## src/rtl/commit_store_buffer.sv

```systemverilog
// Two-level store buffer: speculative FIFO -> commit FIFO -> D$ write port via a req/gnt drain FSM.
// Optional macro CVA6_SB_PAGE_MATCH_EN enables exact page-offset aliasing; otherwise the hazard check is conservative.
module commit_store_buffer #(
   parameter int unsigned SPEC_DEPTH   = 4,
   parameter int unsigned COMMIT_DEPTH = 4,
   parameter int unsigned PLEN         = 56,
   parameter int unsigned XLEN         = 64
) (
   input  logic              clk_i,
   input  logic              rst_i,
   input  logic              flush_i,
   input  logic              valid_i,
   input  logic [PLEN-1:0]   paddr_i,
   input  logic [XLEN-1:0]   data_i,
   input  logic [XLEN/8-1:0] be_i,
   input  logic [1:0]        size_i,
   output logic              ready_o,
   input  logic              commit_i,
   output logic              commit_ready_o,
   output logic              no_st_pending_o,
   input  logic [11:0]       page_offset_i,
   output logic              page_offset_match_o,
   output logic              req_o,
   output logic [PLEN-1:0]   addr_o,
   output logic [XLEN-1:0]   wdata_o,
   output logic [XLEN/8-1:0] be_o,
   output logic [1:0]        size_o,
   input  logic              gnt_i
);

   localparam int unsigned SPTR_W = $clog2(SPEC_DEPTH);
   localparam int unsigned SCNT_W = SPTR_W + 1;
   localparam int unsigned CPTR_W = $clog2(COMMIT_DEPTH);
   localparam int unsigned CCNT_W = CPTR_W + 1;

   localparam logic [0:0] IDLE = 1'b0;
   localparam logic [0:0] REQ  = 1'b1;

   typedef struct packed {
      logic [PLEN-1:0]   paddr;
      logic [XLEN-1:0]   data;
      logic [XLEN/8-1:0] be;
      logic [1:0]        size;
   } sb_entry_t;

   sb_entry_t spec_mem_q   [SPEC_DEPTH];
   sb_entry_t commit_mem_q [COMMIT_DEPTH];

   logic [SPTR_W-1:0] spec_wr_q, spec_wr_d, spec_rd_q, spec_rd_d;
   logic [SCNT_W-1:0] spec_cnt_q, spec_cnt_d;
   logic [CPTR_W-1:0] commit_wr_q, commit_wr_d, commit_rd_q, commit_rd_d;
   logic [CCNT_W-1:0] commit_cnt_q, commit_cnt_d;
   logic [0:0]        state_q, state_d;

   logic      push_en, commit_en, pop_en;
   sb_entry_t push_entry, head_entry;

   assign ready_o        = (spec_cnt_q != SCNT_W'(SPEC_DEPTH));
   assign commit_ready_o = (commit_cnt_q != CCNT_W'(COMMIT_DEPTH));

   // Handshakes use registered counts only: a same-cycle pop never frees a slot early.
   assign push_en   = valid_i & ready_o & ~flush_i;
   assign commit_en = commit_i & commit_ready_o & (spec_cnt_q != '0);
   assign pop_en    = (state_q == REQ) & gnt_i;

   assign push_entry = '{paddr: paddr_i, data: data_i, be: be_i, size: size_i};
   assign head_entry = commit_mem_q[commit_rd_q];

   always_comb begin
      spec_wr_d  = spec_wr_q;
      spec_rd_d  = spec_rd_q;
      spec_cnt_d = spec_cnt_q;
      if (flush_i) begin
         spec_wr_d  = '0;
         spec_rd_d  = '0;
         spec_cnt_d = '0;
      end else begin
         if (push_en)   spec_wr_d = spec_wr_q + SPTR_W'(1);
         if (commit_en) spec_rd_d = spec_rd_q + SPTR_W'(1);
         case ({push_en, commit_en})
            2'b10:   spec_cnt_d = spec_cnt_q + SCNT_W'(1);
            2'b01:   spec_cnt_d = spec_cnt_q - SCNT_W'(1);
            default: spec_cnt_d = spec_cnt_q;
         endcase
      end
   end

   always_comb begin
      commit_wr_d  = commit_wr_q;
      commit_rd_d  = commit_rd_q;
      commit_cnt_d = commit_cnt_q;
      if (commit_en) commit_wr_d = commit_wr_q + CPTR_W'(1);
      if (pop_en)    commit_rd_d = commit_rd_q + CPTR_W'(1);
      case ({commit_en, pop_en})
         2'b10:   commit_cnt_d = commit_cnt_q + CCNT_W'(1);
         2'b01:   commit_cnt_d = commit_cnt_q - CCNT_W'(1);
         default: commit_cnt_d = commit_cnt_q;
      endcase
   end

   always_comb begin
      state_d = state_q;
      case (state_q)
         IDLE: if (commit_cnt_q != '0) state_d = REQ;
         REQ:  if (gnt_i && (commit_cnt_q == CCNT_W'(1)) && !commit_en) state_d = IDLE;
         default: state_d = IDLE;
      endcase
   end

   always_ff @(posedge clk_i or posedge rst_i) begin
      if (rst_i) begin
         spec_wr_q    <= '0;
         spec_rd_q    <= '0;
         spec_cnt_q   <= '0;
         commit_wr_q  <= '0;
         commit_rd_q  <= '0;
         commit_cnt_q <= '0;
         state_q      <= IDLE;
      end else begin
         spec_wr_q    <= spec_wr_d;
         spec_rd_q    <= spec_rd_d;
         spec_cnt_q   <= spec_cnt_d;
         commit_wr_q  <= commit_wr_d;
         commit_rd_q  <= commit_rd_d;
         commit_cnt_q <= commit_cnt_d;
         state_q      <= state_d;
      end
   end

   // Payload storage carries no reset; validity is tracked entirely by the counts.
   always_ff @(posedge clk_i) begin
      if (push_en)   spec_mem_q[spec_wr_q]     <= push_entry;
      if (commit_en) commit_mem_q[commit_wr_q] <= spec_mem_q[spec_rd_q];
   end

   assign req_o           = (state_q == REQ);
   assign addr_o          = head_entry.paddr;
   assign wdata_o         = head_entry.data;
   assign be_o            = head_entry.be;
   assign size_o          = head_entry.size;
   assign no_st_pending_o = (commit_cnt_q == '0) && (state_q == IDLE);

   logic unused_pgoff;
   assign unused_pgoff = ^page_offset_i;

`ifdef CVA6_SB_PAGE_MATCH_EN
   function automatic logic spec_slot_valid(input logic [SPTR_W-1:0] idx);
      logic [SPTR_W-1:0] off;
      off = idx - spec_rd_q;
      return ({1'b0, off} < spec_cnt_q);
   endfunction

   function automatic logic commit_slot_valid(input logic [CPTR_W-1:0] idx);
      logic [CPTR_W-1:0] off;
      off = idx - commit_rd_q;
      return ({1'b0, off} < commit_cnt_q);
   endfunction

   always_comb begin
      page_offset_match_o = 1'b0;
      for (int i = 0; i < SPEC_DEPTH; i++) begin
         if (spec_slot_valid(SPTR_W'(i)) &&
             (spec_mem_q[i].paddr[11:3] == page_offset_i[11:3]))
            page_offset_match_o = 1'b1;
      end
      for (int j = 0; j < COMMIT_DEPTH; j++) begin
         if (commit_slot_valid(CPTR_W'(j)) &&
             (commit_mem_q[j].paddr[11:3] == page_offset_i[11:3]))
            page_offset_match_o = 1'b1;
      end
   end
`else
   assign page_offset_match_o = (spec_cnt_q != '0) || (commit_cnt_q != '0);
`endif

endmodule

```

## config.mk

```make
export PLATFORM = sky130hd
export DESIGN_NAME = commit_store_buffer
export DESIGN_NICKNAME = d
export VERILOG_FILES = /design/src/rtl/commit_store_buffer.sv
export SDC_FILE = /design/constraint.sdc
export NUM_CORES = 1
export LEC_CHECK = 0
export CORE_AREA = 2 2 387 350
export CTS_BUF_LIST = sky130_fd_sc_hd__clkbuf_4
export DETAILED_ROUTE_END_ITERATION = 7
export DIE_AREA = 0 0 389 352
export PLACE_DENSITY_LB_ADDON = 0.15
export SETUP_SLACK_MARGIN = 0.02
export SKIP_CTS_REPAIR_TIMING = 1
export SYNTH_ARGS = -nofsm -noshare
export SYNTH_HDL_FRONTEND = slang
export SYNTH_SLANG_ARGS = --single-unit
```

## constraint.sdc

```tcl
create_clock -name clk_i -period 6.2 [get_ports clk_i]
set_input_delay 1.24 -clock clk_i [delete_from_list [all_inputs] [get_ports clk_i]]
set_output_delay 1.24 -clock clk_i [all_outputs]
set_load 0.01 [all_outputs]
```

==> out/qor.yml <==
synth:
  syn_nets: 1620
  ys_seq_area_frac: 0.824
  async_flop_share: 0.0142
  avgSynthCellArea_sq_um: 26.3
  synth_ff_type: "edfxtp_1"
  synth-seq-cells: 1055
  syn_area_sq_um: 38400
  synth-edff-count: 1040
  synth_warnings: 0
  ys_types: 33
  postSynthCellCount: 1458
setup_path:
  end_kind: "output port"
  worstSetupPathType: "reg -> out"
  ff2ff_setup_slack_ns: 3.34
  rr_endpoint: "commit_mem_q[2][44]"
  cp.required_ns: 4.96
  cp-startpoint: "commit_rd_q[0]"
  rr_startpoint: "commit_cnt_q[0]"
  crit_end: "wdata_o[5]"
  reg2reg_depth: 6
  path_max_fanout: 45
  worst_setup_path_start_kind: "flip-flop"
  arrival_ns: 3.73
cells_and_area:
  final_cells: 3931
  drive_gt1_frac: 0.339
  syn2layout_area_growth_pct: 22.2
  final_nets: 2156
cts:
  cts_tree: "yes"
  cts_buffers: 301
  cts.path.max_buffers: 4
  clk_pin_slew_ns: 0.06
  cts-root-buf: "clkbuf_4"
  htree_levels: 5
  cts.sinks: 1055
  clock_latency_ns: 1.19
power_and_ir_drop:
  p_int_uw: 14700
  power.switching_uw: 5680
  powerDensity_nw_per_um2: 435
  ir_drop_v: 0.000238
  comb_power_share: 0.253
  p_seq_frac: 0.462
  leakage_uw: 0.0147
  power.total_uw: 20400
  p_clk_frac: 0.285
  swShare: 0.278
flow_run:
  maxCapViolCount: 0
grt:
  grt_max_degree: 113
  grt_pass1_vias: 19600
  grt_pass1_wl_um: 126000
  grt_antenna_before_repair: 12
  overflow: 0
  grt_use_total: 0.129
die:
  fp-row-count: 127
  initial_core_util: 0.289
  die_area_sq_um: 137000
  fp.coreArea_sq_um: 133000
  die_h_um: 352
  die_w_um: 389
  pin_count: 283
route:
  vias: 17400
  ant_nets: 0
  wl_per_cell_um: 22.2
  firstDrtPassIters: 5
  drc: 0
  wirelength_um: 87100
  drt_iter0_drc: 983
  avgViaCountPerCell: 4.42
worst_hold_path:
  hold_path_class: "in -> async"
timing:
  setup_violations: 0
  period_needed_ns: 4.97
  slew_viol_final: 0
  setup_slack_ns: 1.23
  rsz0062_at_grt: "false"
  finalSetupTns_ns: 0
  fmax_mhz: 201
  hold_violations: 0
  slew_headroom: 0.367
  worst_clock_skew_ns: 0.0742
  worst_pin_slew_ns: 0.949
  period_share: 0.801
placed_design:
  placedCellCount: 3432
  gp_congestion: 0.661
  port_buffers: 270
  dp_hpwl_um: 44000
  place_worst_setup_slack_ns: 2.23
outcome:
  status: "completed"
## kinds of logic after synthesis
kind of cell / after synthesis / synth area share
AOI/OAI and AO/OA: 8 / 0.00202
xor gates and xnor gates: 10 / 0.00228
adders and majority gates: 14 / 0.00476
buffers and inverters: 72 / 0.00816
DFF: 1055 / 0.824
muxes: 264 / 0.154
and+or+nand+nor: 35 / 0.00480
## state kept, by name (all words and copies together) (netlist names)
signal        flops
req_o             1
commit_wr_q       2
commit_rd_q       2
spec_cnt_q        3
commit_mem_q    520
spec_wr_q         2
commit_cnt_q      3
spec_rd_q         2
spec_mem_q      520
## how the worst min path moves through the flow
stage | start | to | slack (ns) | cells past startpoint
floorplan | commit_cnt_q[1] | commit_cnt_q[1] | 0.48 | 2
global placement | commit_cnt_q[0] | commit_cnt_q[0] | 0.52 | 1
detailed placement | commit_cnt_q[2] | commit_cnt_q[2] | 0.53 | 1
CTS | rst_i | spec_wr_q[1] | 0.33 | 2
global route | rst_i | commit_wr_q[1] | 0.41 | 2
finish | rst_i | spec_wr_q[1] | 0.53 | 2
## worst max-delay path: stages (launching register included)
cell and delay (ns):
dfrtp_4 0.87, buf_12 0.46, mux4_2 0.57, clkdlybuf4s50_1 0.59
## through the flow
stage	util	instance area, sq um	hold slack [ns]
3_5_place_dp	0.327	43400	0.526
6_report	0.353	46900	0.526
2_1_floorplan	-	38400	0.478
4_1_cts	0.353	46800	0.333
5_1_grt	0.353	46900	0.410
3_3_place_gp	0.327	43400	0.516
## cell usage in the layout, fill, tap and decap left out, types with 4 or more instances in the layout
cell | netlist | layout
edfxtp_1 | 1040 | 1040
clkbuf_4 | 0 | 422
clkdlybuf4s50_1 | 0 | 270
mux4_2 | 260 | 260
clkinv_1 | 0 | 50
buf_12 | 0 | 18
ha_1 | 13 | 13
diode_2 | 0 | 12
dfrtp_1 | 15 | 11
clkinv_2 | 0 | 10
nor2_1 | 9 | 9
inv_1 | 9 | 9
xnor2_1 | 8 | 8
buf_4 | 0 | 7
inv_2 | 1 | 6
nand2_1 | 6 | 6
and3_4 | 0 | 4
and2_4 | 0 | 4
dfrtp_4 | 0 | 4
## metal layers
| metal | part of all wire | global-route usage | wire, um |
|---|---|---|---|
| met1 | 0.39 | 0.146 | 34200 |
| met2 | 0.53 | 0.223 | 46000 |
| met3 | 0.054 | 0.0398 | 4670 |
| met4 | 0.026 | 0.0547 | 2230 |
| met5 | 0.00099 | 0 | 86 |
## synthesized netlist by cell type (4+ instances only)
cell         n  area (sq um)
nand2_1      6          22.5
dfrtp_1     15           375
buf_1       10          37.5
ha_1        13           163
mux4_2     260          5860
edfxtp_1  1040         31200
buf_2       28           140
nor2_1       9          33.8
inv_1        9          33.8
xnor2_1      8          70.1
and3_1       4          25.0
and2_1       5          31.3
clkbuf_1    23          86.3
## layout make-up
| type | count | area, sq um |
|---|---|---|
| multi-input cells | 331 | 6460 |
| clock buffers | 422 | 3170 |
| clock inverters | 65 | 256 |
| repair buffers | 295 | 3120 |
| fillers | 12400 | 86000 |
| inverters | 10 | 37.5 |
| diodes | 12 | 30.0 |
| flip-flops and latches | 1055 | 31600 |
| well taps | 1741 | 2180 |
## power by group through the flow
stage | clock [uW] | sequential, uW | combinational (uW)
after detailed placement | 0 | 9610 | 5370
after CTS | 6130 | 9460 | 5400
after global placement | 0 | 9560 | 5330
after floorplan | 0 | 9390 | 3080
final | 5830 | 9420 | 5160
after global routing | 6480 | 9510 | 5580
Note: power is estimated with default switching activity, not from simulation.
